===== src/rtl/if_id_queue.sv =====
// Fetch-to-decode instruction queue with opcode pre-decode into immediate format at enqueue.
// Latency: a word pushed in cycle N is visible at out_* in cycle N+1 (no empty bypass).
// Backpressure: in_ready drops when DEPTH entries are held; it depends on registered count only.
module if_id_queue #(
    parameter int         DEPTH    = 2,
    parameter int         XLEN     = 32,
    parameter logic [2:0] IMM_NONE = 3'b111
) (
    input  logic            clk,
    input  logic            rst,
    input  logic            flush,
    input  logic            in_valid,
    output logic            in_ready,
    input  logic [XLEN-1:0] in_pc,
    input  logic [31:0]     in_inst,
    output logic            out_valid,
    input  logic            out_ready,
    output logic [XLEN-1:0] out_pc,
    output logic [31:0]     out_inst,
    output logic [2:0]      out_imm_type,
    output logic            out_illegal
);

    // Immediate-format codes shared with the immediate extender in decode.
    localparam logic [2:0] IMM_I = 3'b000;
    localparam logic [2:0] IMM_S = 3'b001;
    localparam logic [2:0] IMM_B = 3'b010;
    localparam logic [2:0] IMM_U = 3'b011;
    localparam logic [2:0] IMM_J = 3'b100;

    localparam int PW = (DEPTH > 1) ? $clog2(DEPTH) : 1;
    localparam int CW = $clog2(DEPTH) + 1;
    localparam logic [CW-1:0] FULL = CW'(DEPTH);

    // Entry storage; no reset needed since count gates visibility.
    logic [XLEN-1:0] pc_mem   [DEPTH];
    logic [31:0]     inst_mem [DEPTH];
    logic [2:0]      imm_mem  [DEPTH];
    logic            ill_mem  [DEPTH];

    logic [PW-1:0] wptr;
    logic [PW-1:0] rptr;
    logic [CW-1:0] count;

    logic       push;
    logic       pop;
    logic [2:0] dec_imm;
    logic       dec_ill;

    assign in_ready  = (count != FULL);
    assign out_valid = (count != '0);
    assign push      = in_valid & in_ready;
    assign pop       = out_valid & out_ready;

    // Pre-decode the incoming opcode so decode never sits behind an opcode compare.
    always_comb begin
        dec_imm = IMM_NONE;
        dec_ill = 1'b0;
        case (in_inst[6:0])
            7'b0000011, 7'b0010011, 7'b1100111,
            7'b1110011, 7'b0001111:             dec_imm = IMM_I;
            7'b0100011:                         dec_imm = IMM_S;
            7'b1100011:                         dec_imm = IMM_B;
            7'b0110111, 7'b0010111:             dec_imm = IMM_U;
            7'b1101111:                         dec_imm = IMM_J;
            7'b0110011:                         dec_imm = IMM_NONE;
            default: begin
                // Covers unknown opcodes and any inst[1:0] != 2'b11.
                dec_imm = IMM_NONE;
                dec_ill = 1'b1;
            end
        endcase
    end

    // Pointer and occupancy update; reset beats flush, flush discards same-cycle push/pop.
    always_ff @(posedge clk) begin
        if (rst) begin
            wptr  <= '0;
            rptr  <= '0;
            count <= '0;
        end else if (flush) begin
            wptr  <= '0;
            rptr  <= '0;
            count <= '0;
        end else begin
            if (push) wptr <= wptr + PW'(1);
            if (pop)  rptr <= rptr + PW'(1);
            case ({push, pop})
                2'b10:   count <= count + CW'(1);
                2'b01:   count <= count - CW'(1);
                default: count <= count;
            endcase
        end
    end

    // Write the accepted word and its pre-decode into the tail slot.
    always_ff @(posedge clk) begin
        if (push && !flush && !rst) begin
            pc_mem[wptr]   <= in_pc;
            inst_mem[wptr] <= in_inst;
            imm_mem[wptr]  <= dec_imm;
            ill_mem[wptr]  <= dec_ill;
        end
    end

    // Present the head entry, masked to idle values when the queue is empty.
    always_comb begin
        out_pc       = '0;
        out_inst     = '0;
        out_imm_type = IMM_NONE;
        out_illegal  = 1'b0;
        if (out_valid) begin
            out_pc       = pc_mem[rptr];
            out_inst     = inst_mem[rptr];
            out_imm_type = imm_mem[rptr];
            out_illegal  = ill_mem[rptr];
        end
    end

endmodule

===== config.mk =====
export PLATFORM = sky130hd
export DESIGN_NAME = if_id_queue
export DESIGN_NICKNAME = d
export VERILOG_FILES = /design/src/rtl/if_id_queue.sv
export SDC_FILE = /design/constraint.sdc
export NUM_CORES = 1
export LEC_CHECK = 0
export CAP_MARGIN = 10
export CELL_PAD_IN_SITES_DETAIL_PLACEMENT = 0
export CELL_PAD_IN_SITES_GLOBAL_PLACEMENT = 2
export CORE_AREA = 2 2 138 140
export CTS_BUF_LIST = sky130_fd_sc_hd__clkbuf_4 sky130_fd_sc_hd__clkbuf_8 sky130_fd_sc_hd__clkbuf_16
export DETAILED_ROUTE_END_ITERATION = 6
export DIE_AREA = 0 0 140 142
export PLACE_DENSITY = 0.7
export SYNTH_ARGS = -nofsm -noshare
export SYNTH_HDL_FRONTEND = slang
export SYNTH_SLANG_ARGS = --single-unit
export TNS_END_PERCENT = 10

===== constraint.sdc =====
create_clock -name clk -period 10.1 [get_ports clk]
set_input_delay 1.515 -clock clk [delete_from_list [all_inputs] [get_ports clk]]
set_output_delay 1.515 -clock clk [all_outputs]
set_load 0.03 [all_outputs]

==> flow_summary.json <==
{
  "grt.total_usage_pct": 11.9,
  "cp_slowest_cell": "nor2_4",
  "cp_top_family": "buffers and inverters",
  "path_max_fanout": 40,
  "cts_setup_buffers": 0,
  "vias": 3190,
  "syn_avg_cell_area_um2": 16.4,
  "grt_max_degree": 56,
  "routedWlPerCell_um": 15.6,
  "synth_area_um2": 5470,
  "die-area_um2": 19900,
  "synth_xor_area_share_pct": 0.961,
  "skew_ns": 0.00565,
  "grt_pass1_vias": 3372,
  "row_count": 50,
  "cp_slowest_stage_delay_ns": 0.76,
  "p_per_area_nw_per_um2": 186,
  "setup_slack_ns": 5.69,
  "clk_path_buf_depth": 2,
  "power_leakage_nw": 2.46,
  "crit_required_ns": 8.59,
  "p_int_mw": 1.13,
  "numPortBuffers": 138,
  "syn_nets": 404,
  "yosysWarnings": 0,
  "overflow": 0,
  "layout.cells.non_filler": 730,
  "startpoint": "count[1]",
  "pre_cts_ws_ns": 6.13,
  "final_cell_mix": "clkdlybuf4s50_1 (138), edfxtp_1 (136), mux2i_1 (68), nor2_1 (67), clkbuf_16 (17)",
  "die_h_um": 142,
  "synth_simple_gate_area_share_pct": 6.78,
  "slew_viol_final": 0,
  "hp-class": "reg2reg",
  "status": "finished, violations left",
  "fin_crit_sh_pct": 43.7,
  "synthMuxAreaShare_pct": 12.5,
  "cts_tree": "built",
  "worst_hold_startpoint": "rptr",
  "vdd_drop_max_v": 0.000108,
  "slew_headroom_pct": 34.2,
  "route.detailed.drc": 18,
  "yosysSeqAreaShare_pct": 76.5,
  "swShare_pct": 21.7,
  "fp.coreArea_um2": 18500,
  "root_buffer": "clkbuf_16",
  "final_common_cell": "clkdlybuf4s50_1",
  "critical_path.startpoint_type": "flop",
  "timing.rr.start": "count[1]",
  "setup_viol": 0,
  "grt_pass1_wl_um": 17800,
  "maxCapViolations": 0,
  "hold_viol_final": 0,
  "antenna_left": 0,
  "dieWidth_um": 140,
  "synth_compound_area_share_pct": 1.21,
  "area_growth_syn_to_layout_pct": 41.7,
  "gp_congestion": 0.706,
  "syn_inst": 334,
  "wl_um": 11400,
  "synth_top_family_by_area": "multiplexers",
  "first_pass_iters": 6,
  "utilization_pct": 42.0,
  "start_util_pct": 29.6,
  "pwr-share-clk_pct": 44.6,
  "clkTransAtPathRegs_ns": 0.05,
  "fmax_mhz": 227,
  "ios": 139,
  "viasPerCell": 4.37,
  "critPathKind": "reg2out",
  "clock_latency_ns": 0.42,
  "numCtsBuffers": 17,
  "synth_cell_types": 29,
  "grt_antenna_before_repair": 1,
  "cts_resized": 0,
  "cp_cell_sequence": "nor2_4 > buf_4 > inv_2 > nand2_1 > clkdlybuf4s50_1",
  "drtIter0Drc": 120,
  "dp_hpwl_um": 7470,
  "worstMarginPinSlew_ns": 0.985,
  "holdWs_ns": 0.551,
  "switching_power_mw": 0.312,
  "fin_crit_ns": 4.41,
  "drive_gt1_share_pct": 8.89,
  "cp-end-kind": "output pin",
  "crit_buf_inv": 3,
  "rsz0062_at_grt": "no",
  "layout.nets": 552,
  "seqPwrFrac_pct": 45.7,
  "critPathArrivalTime_ns": 2.90,
  "hold_buffers": 0,
  "ys_ff_latch": 141,
  "cts_max_level": 4,
  "placed_cells": 697,
  "synthAdderAreaFrac_pct": 0.229,
  "cts.sinks": 141,
  "comb_power_share_pct": 9.7,
  "fin_setup_tns_ns": 0,
  "violations": "DRC"
}
-- layout make-up --
type	count	area, um^2
fillers	1688	10700
inverters	3	11.3
diodes	1	2.50
clock inverters	15	196
flip-flops and latches	141	4190
clock buffers	17	425
well taps	234	293
repair buffers	144	1430
multi-input cells	175	1200
-- through the flow --
step,total power [mW],cell area (um^2)
2_1_floorplan,0.740,5470
3_3_place_gp,0.811,7120
3_5_place_dp,0.812,7120
4_1_cts,1.46,7740
5_1_grt,1.49,7740
6_report,1.44,7740
-- state kept, by name (all words and copies together) (netlist names), named ones only --
name,flops
wptr,1
pc_mem,64
ill_mem,2
rptr,1
imm_mem,6
count,2
inst_mem,64
-- routing by layer --
metal	track usage (%)	up-vias	wire length, um
met5	0	-	0
met4	5.74	0	241
met3	3.23	24	606
met2	19.7	97	5590
met1	14.5	1529	4950
li1	-	1540	-
-- final timing paths --
check / slack, ns / to / cells past startpoint
min reg2reg: 0.55 / rptr / 2
max reg2reg: 7.42 / count[1] / 8
min: 0.55 / rptr / 2
max: 5.69 / out_imm_type[0] / 5
-- cell usage after synthesis --
cell type | count | area [um^2]
a2111oi_0 | 1 | 8.76
a21o_1 | 1 | 7.51
a21oi_1 | 4 | 20.0
and2_0 | 1 | 6.26
and2_4 | 1 | 8.76
buf_1 | 1 | 3.75
buf_2 | 11 | 55.1
buf_4 | 1 | 7.51
buf_6 | 2 | 22.5
dfxtp_1 | 5 | 100
edfxtp_1 | 136 | 4080
ha_1 | 1 | 12.5
inv_1 | 2 | 7.51
inv_2 | 1 | 3.75
mux2i_1 | 68 | 681
nand2_1 | 6 | 22.5
nand2b_1 | 3 | 18.8
nand3b_1 | 1 | 7.51
nor2_1 | 68 | 255
nor3_1 | 6 | 30.0
nor4_1 | 1 | 6.26
nor4b_1 | 1 | 8.76
o211ai_1 | 1 | 7.51
o21ai_0 | 2 | 10.0
o21ai_1 | 1 | 5.00
o31ai_1 | 1 | 7.51
or3_1 | 1 | 6.26
xnor2_1 | 3 | 26.3
xor2_1 | 3 | 26.3
-- logic make-up (layout without fill, tap and decap cells) --
family	count (synthesis)	in the layout
flops	141	141
xor+xnor	6	6
fa+ha+maj	1	1
mux	68	68
other cells	0	1
buf+inv	18	179
compound gates	11	11
simple gates	89	89
-- worst reg2reg max path: cells and delay by family, from the launching register on --
family                   cells  cell delay, ns
XOR/XNOR                     1            0.13
buffers and inverters        2            0.62
flip-flops                   1            0.35
adder cells (fa/ha/maj)      1            0.30
AND/OR/NAND/NOR              4            1.16
-- power by group through the flow --
| stage | logic [mW] | registers [mW] | clock network (mW) |
|---|---|---|---|
| finish | 0.140 | 0.658 | 0.644 |
| global route | 0.149 | 0.659 | 0.683 |
| CTS | 0.142 | 0.658 | 0.657 |
| detailed placement | 0.141 | 0.671 | 0 |
| global placement | 0.141 | 0.670 | 0 |
| floorplan | 0.0684 | 0.672 | 0 |
No activity file was read; power rests on OpenSTA's default activity.
